### src/rtl/btn_pkg.sv
// Shared definitions for the push-button conditioner: FSM encoding, 100 MHz
// default timings, stopwatch button indices and the per-channel event bundle.
package btn_pkg;

    typedef enum logic {
        REL = 1'b0,
        PRS = 1'b1
    } btn_state_e;

    localparam int unsigned DEB_CLK_100M  = 1_000_000;    // 10 ms
    localparam int unsigned LONG_CLK_100M = 200_000_000;  // 2 s

    localparam int unsigned BTN_START = 0;
    localparam int unsigned BTN_STOP  = 1;

    typedef struct packed {
        logic level;
        logic press;
        logic rel;
        logic lng;
    } btn_evt_t;

    function automatic int unsigned btn_cnt_w(input int unsigned long_clk);
        return $clog2(long_clk + 1);
    endfunction

endpackage

### src/rtl/btn_debounce_ch.sv
// Single-button conditioner: 2-flop synchroniser, stability counter, REL/PRS FSM.
// Long-press hold counter is built only when BTN_LONGPRESS_EN is defined.
import btn_pkg::*;

module btn_debounce_ch #(
    parameter int unsigned DEB_CLK  = DEB_CLK_100M,
    parameter int unsigned LONG_CLK = LONG_CLK_100M,
    parameter int unsigned CNT_W    = btn_cnt_w(LONG_CLK)
) (
    input  logic     i_Clk,
    input  logic     i_Rst,
    input  logic     i_Btn,
    output btn_evt_t o_Evt
);

    localparam logic [CNT_W-1:0] DEB_LAST = CNT_W'(DEB_CLK - 1);

    logic [1:0]       sync_q;
    logic             sync;
    btn_state_e       state_q, state_d;
    logic [CNT_W-1:0] cnt_q, cnt_d;
    logic             press_q, press_d;
    logic             rel_q, rel_d;
    logic             level;
    logic             differ;
    logic             long_p;

    // Idle-high reset value so a released key produces no spurious edge.
    always_ff @(posedge i_Clk or negedge i_Rst) begin
        if (!i_Rst) begin
            sync_q <= 2'b11;
        end else begin
            sync_q <= {sync_q[0], i_Btn};
        end
    end

    assign sync   = sync_q[1];
    assign level  = (state_q == REL);
    assign differ = (sync != level);

    always_ff @(posedge i_Clk or negedge i_Rst) begin
        if (!i_Rst) begin
            state_q <= REL;
            cnt_q   <= '0;
            press_q <= 1'b0;
            rel_q   <= 1'b0;
        end else begin
            state_q <= state_d;
            cnt_q   <= cnt_d;
            press_q <= press_d;
            rel_q   <= rel_d;
        end
    end

    // Any sample matching the current level restarts the stability window.
    always_comb begin
        state_d = state_q;
        cnt_d   = '0;
        press_d = 1'b0;
        rel_d   = 1'b0;
        if (differ) begin
            if (cnt_q == DEB_LAST) begin
                cnt_d = '0;
                case (state_q)
                    REL: begin
                        state_d = PRS;
                        press_d = 1'b1;
                    end
                    PRS: begin
                        state_d = REL;
                        rel_d   = 1'b1;
                    end
                    default: state_d = REL;
                endcase
            end else if (cnt_q < DEB_LAST) begin
                cnt_d = cnt_q + 1'b1;
            end else begin
                cnt_d = cnt_q;
            end
        end
    end

`ifdef BTN_LONGPRESS_EN
    localparam logic [CNT_W-1:0] LONG_LAST = CNT_W'(LONG_CLK - 1);
    localparam logic [CNT_W-1:0] LONG_SAT  = CNT_W'(LONG_CLK);

    logic [CNT_W-1:0] hold_q, hold_d;
    logic             long_q, long_d;

    always_ff @(posedge i_Clk or negedge i_Rst) begin
        if (!i_Rst) begin
            hold_q <= '0;
            long_q <= 1'b0;
        end else begin
            hold_q <= hold_d;
            long_q <= long_d;
        end
    end

    // Counting only while PRS persists across the edge; saturation keeps one pulse per hold.
    always_comb begin
        hold_d = hold_q;
        long_d = 1'b0;
        if (state_q != PRS || state_d != PRS) begin
            hold_d = '0;
        end else begin
            if (hold_q == LONG_LAST) begin
                long_d = 1'b1;
            end
            if (hold_q != LONG_SAT) begin
                hold_d = hold_q + 1'b1;
            end
        end
    end

    assign long_p = long_q;
`else
    assign long_p = 1'b0;
`endif

    assign o_Evt.level = level;
    assign o_Evt.press = press_q;
    assign o_Evt.rel   = rel_q;
    assign o_Evt.lng   = long_p;

endmodule

### src/rtl/btn_debounce.sv
// Push-button group conditioner: NUM_BTN independent debounce channels.
// Define BTN_LONGPRESS_EN to enable the o_Long hold-detect pulse.
import btn_pkg::*;

module btn_debounce #(
    parameter int unsigned NUM_BTN  = 2,
    parameter int unsigned DEB_CLK  = DEB_CLK_100M,
    parameter int unsigned LONG_CLK = LONG_CLK_100M
) (
    input  logic               i_Clk,
    input  logic               i_Rst,
    input  logic [NUM_BTN-1:0] i_Btn,
    output logic [NUM_BTN-1:0] o_Level,
    output logic [NUM_BTN-1:0] o_Press,
    output logic [NUM_BTN-1:0] o_Release,
    output logic [NUM_BTN-1:0] o_Long
);

    localparam int unsigned CNT_W = $clog2(LONG_CLK + 1);

    btn_evt_t [NUM_BTN-1:0] evt;

    for (genvar g = 0; g < NUM_BTN; g++) begin : g_ch
        btn_debounce_ch #(
            .DEB_CLK  (DEB_CLK),
            .LONG_CLK (LONG_CLK),
            .CNT_W    (CNT_W)
        ) u_ch (
            .i_Clk (i_Clk),
            .i_Rst (i_Rst),
            .i_Btn (i_Btn[g]),
            .o_Evt (evt[g])
        );

        assign o_Level[g]   = evt[g].level;
        assign o_Press[g]   = evt[g].press;
        assign o_Release[g] = evt[g].rel;
        assign o_Long[g]    = evt[g].lng;
    end

endmodule
### config.mk
export PLATFORM = sky130hd
export DESIGN_NAME = btn_debounce
export DESIGN_NICKNAME = d
export VERILOG_FILES = /design/src/rtl/btn_pkg.sv /design/src/rtl/btn_debounce_ch.sv /design/src/rtl/btn_debounce.sv
export SDC_FILE = /design/constraint.sdc
export NUM_CORES = 1
export LEC_CHECK = 0
export ABC_AREA = 1
export CAP_MARGIN = 10
export CORE_UTILIZATION = 45
export DETAILED_ROUTE_END_ITERATION = 8
export SLEW_MARGIN = 25
export SYNTH_ARGS = -nofsm -noshare
export SYNTH_HDL_FRONTEND = slang
export SYNTH_SLANG_ARGS = --single-unit
### constraint.sdc
create_clock -name i_Clk -period 4.26 [get_ports i_Clk]
set_input_delay 1.278 -clock i_Clk [delete_from_list [all_inputs] [get_ports i_Clk]]
set_output_delay 1.278 -clock i_Clk [all_outputs]
set_load 0.05 [all_outputs]
Word level (Yosys, flattened, before mapping)
Cells that the tools add are included.
Operators by class
  $add $sub $neg: 2
  magnitude comparators: 2
  eq/ne operators: 6
  mux-type cells: 20
  bitwise logic cells: 2
  reductions and logical operators: 2
Operators with widths (count)
  2-to-1 mux 28 bit: 6
  adder 28 x 1 -> 28 bit (second input constant): 2
  equality test 28 x 20 -> 1 bit (second input constant): 2
  less-than comparator 28 x 20 -> 1 bit (second input constant): 2
  2-to-1 mux 1 bit: 12
  != test 3 bit (second input constant): 2
  case mux 1 bit (2 select lines): 2
  AND reduction 2 bit: 2
  != test 1 bit: 2
  inverter 1 bit: 2
Word-level totals
  register bits: 66
  input port bits: 4

Depth between registers and ports, before layout
  depth in word-level cells: 4
  depth in mapped cells: 11

Hierarchy
From an unflattened synthesis, not the netlist that was laid out.
Second synthesis, totals
  cell total of the unflattened synthesis: 576
  area, all modules: 4164.0 um2
Modules (own cells, without submodules)
  btn_debounce_ch: times used 2, cells an instance 288, area each 2082.0 um2, seq. area each 828.3 um2

Least setup slack after synthesis
No wires, ideal clock.
  path type: reg-to-output
  start: register g_ch[1].u_ch.state_q
  end: output o_Level[1]
  arrival time: 0.613 ns
  data required time: 2.982 ns
  setup slack: 2.369 ns
  cell stages (with the launch flop): 3
  path buffers: 1
  cell sequence: dfrtp_1 > inv_1 > buf_4
Between the ends
  word-level cells in the longest chain between the ends: 1
RTL lines
  from (decl): RTL line btn_debounce_ch.sv:20  | btn_state_e state_q, state_d;
  from (signal assigned): RTL line btn_debounce_ch.sv:48  | state_q <= state_d;
  inverter 1 bit: RTL line btn_debounce_ch.sv:38  | assign level = (state_q == REL);
  to (decl): RTL line btn_debounce.sv:13  | output logic [NUM_BTN-1:0] o_Level,
Every way passes these cells.

Worst setup path in the final report
  start: register g_ch[0].u_ch.state_q
  end: output o_Level[0]
Between the ends
  word-level cells in the longest chain between the ends: 1
RTL lines (RTL line)
  from (decl): btn_debounce_ch.sv:20
  from (signal assigned): btn_debounce_ch.sv:48
  inverter 1 bit: btn_debounce_ch.sv:38
Every way passes these cells.

==> reports/summary.txt <==
status -> completed
register area -> 0.00166 mm2
fin worst setup slack -> 1.37 ns
Syn Area/Cell -> 7.15 um2
Post-Route Utilization -> 50.3%
uppermost routed layer -> met4
post-route setup TNS -> 0 ns
Power Density -> 279 mW/mm2
overall die height -> 95.2 um
worst path cell trace -> inv_1 > clkdlybuf4s50_1
CTS tree -> done
Syn Inst Count -> 547
I/O pins -> 12
HPWL after DPL -> 5.62 mm
Max Cap Violations -> 0
Setup Skew -> 0.00785 ns
Layout area overhead -> 6.75%
WL per Instance -> 11.8 um
final hold slack -> 0.358 ns
Final Power -> 1.16 mW
crit-path max FO -> 4
clk slew on worst S/H paths -> 0.08 ns
worst hold stages -> 0
R2R depth -> 9
WS Path Type -> flop to output port
Worst EP required -> 2.98 ns
met2 routed WL -> 3.75 mm
Post-Syn Area -> 0.00391 mm2
Final GP Congestion -> 0.853
row cnt -> 33
multi-input logic area -> 0.00186 mm2
routed vias/inst -> 4.89
antenna violations before repair -> 0
share of cells above drive strength 1 -> 9.66%
register bit count reported by yosys -> 66
sequential area share after synthesis -> 42.3%
Max transition margin -> 53.2%
Post-Route M1 WL -> 3.75 mm
I/O Buffers -> 9
total die area -> 0.00907 mm2
vias in the first global route -> 3047
First DRT Iteration DRCs -> 123
CP Capture Type -> output port
count of pins over their slew limit -> 0
HP Class -> flop to flop
CP max stage delay -> 0.79 ns
postcts setup bufs -> 0
pin count of the biggest net entering global routing -> 46
hold buffers post-CTS -> 0
post-route ant nets -> 0
drt pass-1 iters -> 4
Max Root-Sink Buffers -> 2
fin crit share -> 67.8%
number of distinct library cells after synthesis -> 31
Data arrival, critical path -> 1.61 ns
Crit-path slowest cell -> clkdlybuf4s50_1
H-tree depth -> 3
first-pass GRT wire length -> 13.8 mm
initial core utilization -> 47.1%
Least-Margin Pin Slew -> 0.700 ns
fmax -> 0.346 GHz
core area -> 0.00830 mm2
pre-CTS setup slack -> 1.74 ns
via count -> 3245
grt ovf -> 0
# resized after CTS -> 0
Ys Warns -> 0
Peak VDD IR -> 140 uV
clock latency on the worst-skew pair -> 0.34 ns
Final setup viols -> 0
Clock Tree Root -> clkbuf_8
Critical Path Start Type -> flop
Total GRT Usage -> 20.0%
RSZ-0062 raised after global routing -> false
post-layout min period -> 2.89 ns
die outline width -> 95.2 um
total leakage power -> 1.97 nW
antenna cells -> 0
DRC viols -> 0
Total Wirelength -> 7.83 mm
wire length on met3 -> 179 um
CTS buffer count -> 9
# nets final -> 560
final-layout fill cell count -> 832
Final Hold Vio Count -> 0
Clock Sinks -> 66
==> path summary, 6_finish.rpt <==
kind,from,end,slack (ns)
worst min-delay path,g_ch[1].u_ch.sync_q[0],g_ch[1].u_ch.sync_q[1],0.36
worst max-delay path,g_ch[0].u_ch.state_q,o_Level[0],1.37
worst max register to register,g_ch[1].u_ch.cnt_q[0],g_ch[1].u_ch.cnt_q[4],2.19
min in group asynchronous,i_Rst,g_ch[0].u_ch.cnt_q[3],0.89
max in group asynchronous,i_Rst,g_ch[1].u_ch.cnt_q[25],2.41
worst min register to register,g_ch[1].u_ch.sync_q[0],g_ch[1].u_ch.sync_q[1],0.36
==> per-layer routing <==
| layer | global-route usage [%] | vias up |
|---|---|---|
| met5 | 0 | - |
| met3 | 3.35 | 13 |
| met4 | 8.33 | 0 |
| met2 | 34.3 | 41 |
| li1 | - | 1705 |
| met1 | 24.6 | 1486 |
==> kinds of logic after synthesis <==
| logic type | after synthesis | synth area share [%] |
|---|---|---|
| xor+xnor | 10 | 2.24 |
| flops | 66 | 42.3 |
| simple gates | 352 | 39.9 |
| buf+inv | 84 | 10.3 |
| other cells | 1 | 0.0958 |
| compound gates | 32 | 4.48 |
| fa+ha+maj | 2 | 0.639 |
==> synth_stat cells (all sizes together) <==
cell	instances	area share, %
nor2	113	12
nand3	65	8.9
inv	69	6.6
nand3b	1	0.19
nand4	3	0.48
o21ai	13	1.7
o21bai	2	0.38
ha	2	0.64
nand2	159	17
dfstp	4	2.7
buf	15	3.7
a21oi	13	1.7
xor2	10	2.2
a21boi	1	0.19
nor3b	2	0.38
dfrtp	62	40
o21a	2	0.38
o211ai	1	0.19
conb	1	0.096
nor3	9	1.2
==> sequential cells by signal (all words and copies together) (netlist names) <==
signal and count:
g_ch.u_ch.cnt_q 56, g_ch.u_ch.sync_q 4, g_ch.u_ch.press_q 2, g_ch.u_ch.rel_q 2, g_ch.u_ch.state_q 2
==> stage by stage <==
step                      instances  cell area [um2]
after floorplan                 548             3920
after global placement          648             4000
after detailed placement        648             4000
after CTS                       664             4180
after global routing            664             4180
final                           664             4180
==> cell type report <==
| class | instances | share of cell area [%] |
|---|---|---|
| Multi-Input combinational cell | 398 | 44.5 |
| Clock buffer | 10 | 3.30 |
| Clock inverter | 6 | 1.02 |
| Tap cell | 105 | 3.15 |
| Inverter | 69 | 6.20 |
| Timing Repair Buffer | 10 | 2.22 |
| Sequential cell | 66 | 39.7 |
==> where the power goes <==
| part | internal (mW) | leakage, nW | switching, mW | total (mW) |
|---|---|---|---|---|
| combinational | 0.0101 | 0.982 | 0.0363 | 0.0464 |
| sequential | 0.634 | 0.903 | 0.00595 | 0.640 |
| clock | 0.227 | 0.0882 | 0.252 | 0.478 |
==> cells in the final DEF, fill, tap and decap left out, types with 2 or more instances in the layout <==
| cell | n |
|---|---|
| ha_1 | 2 |
| o21a_1 | 2 |
| clkinv_2 | 2 |
| clkinvlp_4 | 2 |
| clkdlybuf4s50_1 | 8 |
| o21ai_0 | 12 |
| nand3_1 | 62 |
| nand2_2 | 10 |
| dfrtp_1 | 62 |
| nor3_1 | 9 |
| nor2_2 | 11 |
| clkinv_4 | 2 |
| inv_1 | 67 |
| nand3_2 | 2 |
| conb_1 | 2 |
| clkbuf_8 | 10 |
| nor2_4 | 4 |
| inv_2 | 2 |
| nand4_1 | 3 |
| o21bai_1 | 2 |
| nand2_1 | 147 |
| dfstp_2 | 4 |
| xor2_1 | 10 |
| nor3b_1 | 2 |
| nor2_1 | 98 |
| a21oi_1 | 13 |
==> critical path, delay by kind of cell (launching register included) <==
family / cells / cell delay (ns)
buf+inv: 2 / 0.85
flops: 1 / 0.41
Power figures use the tool's default switching activity.
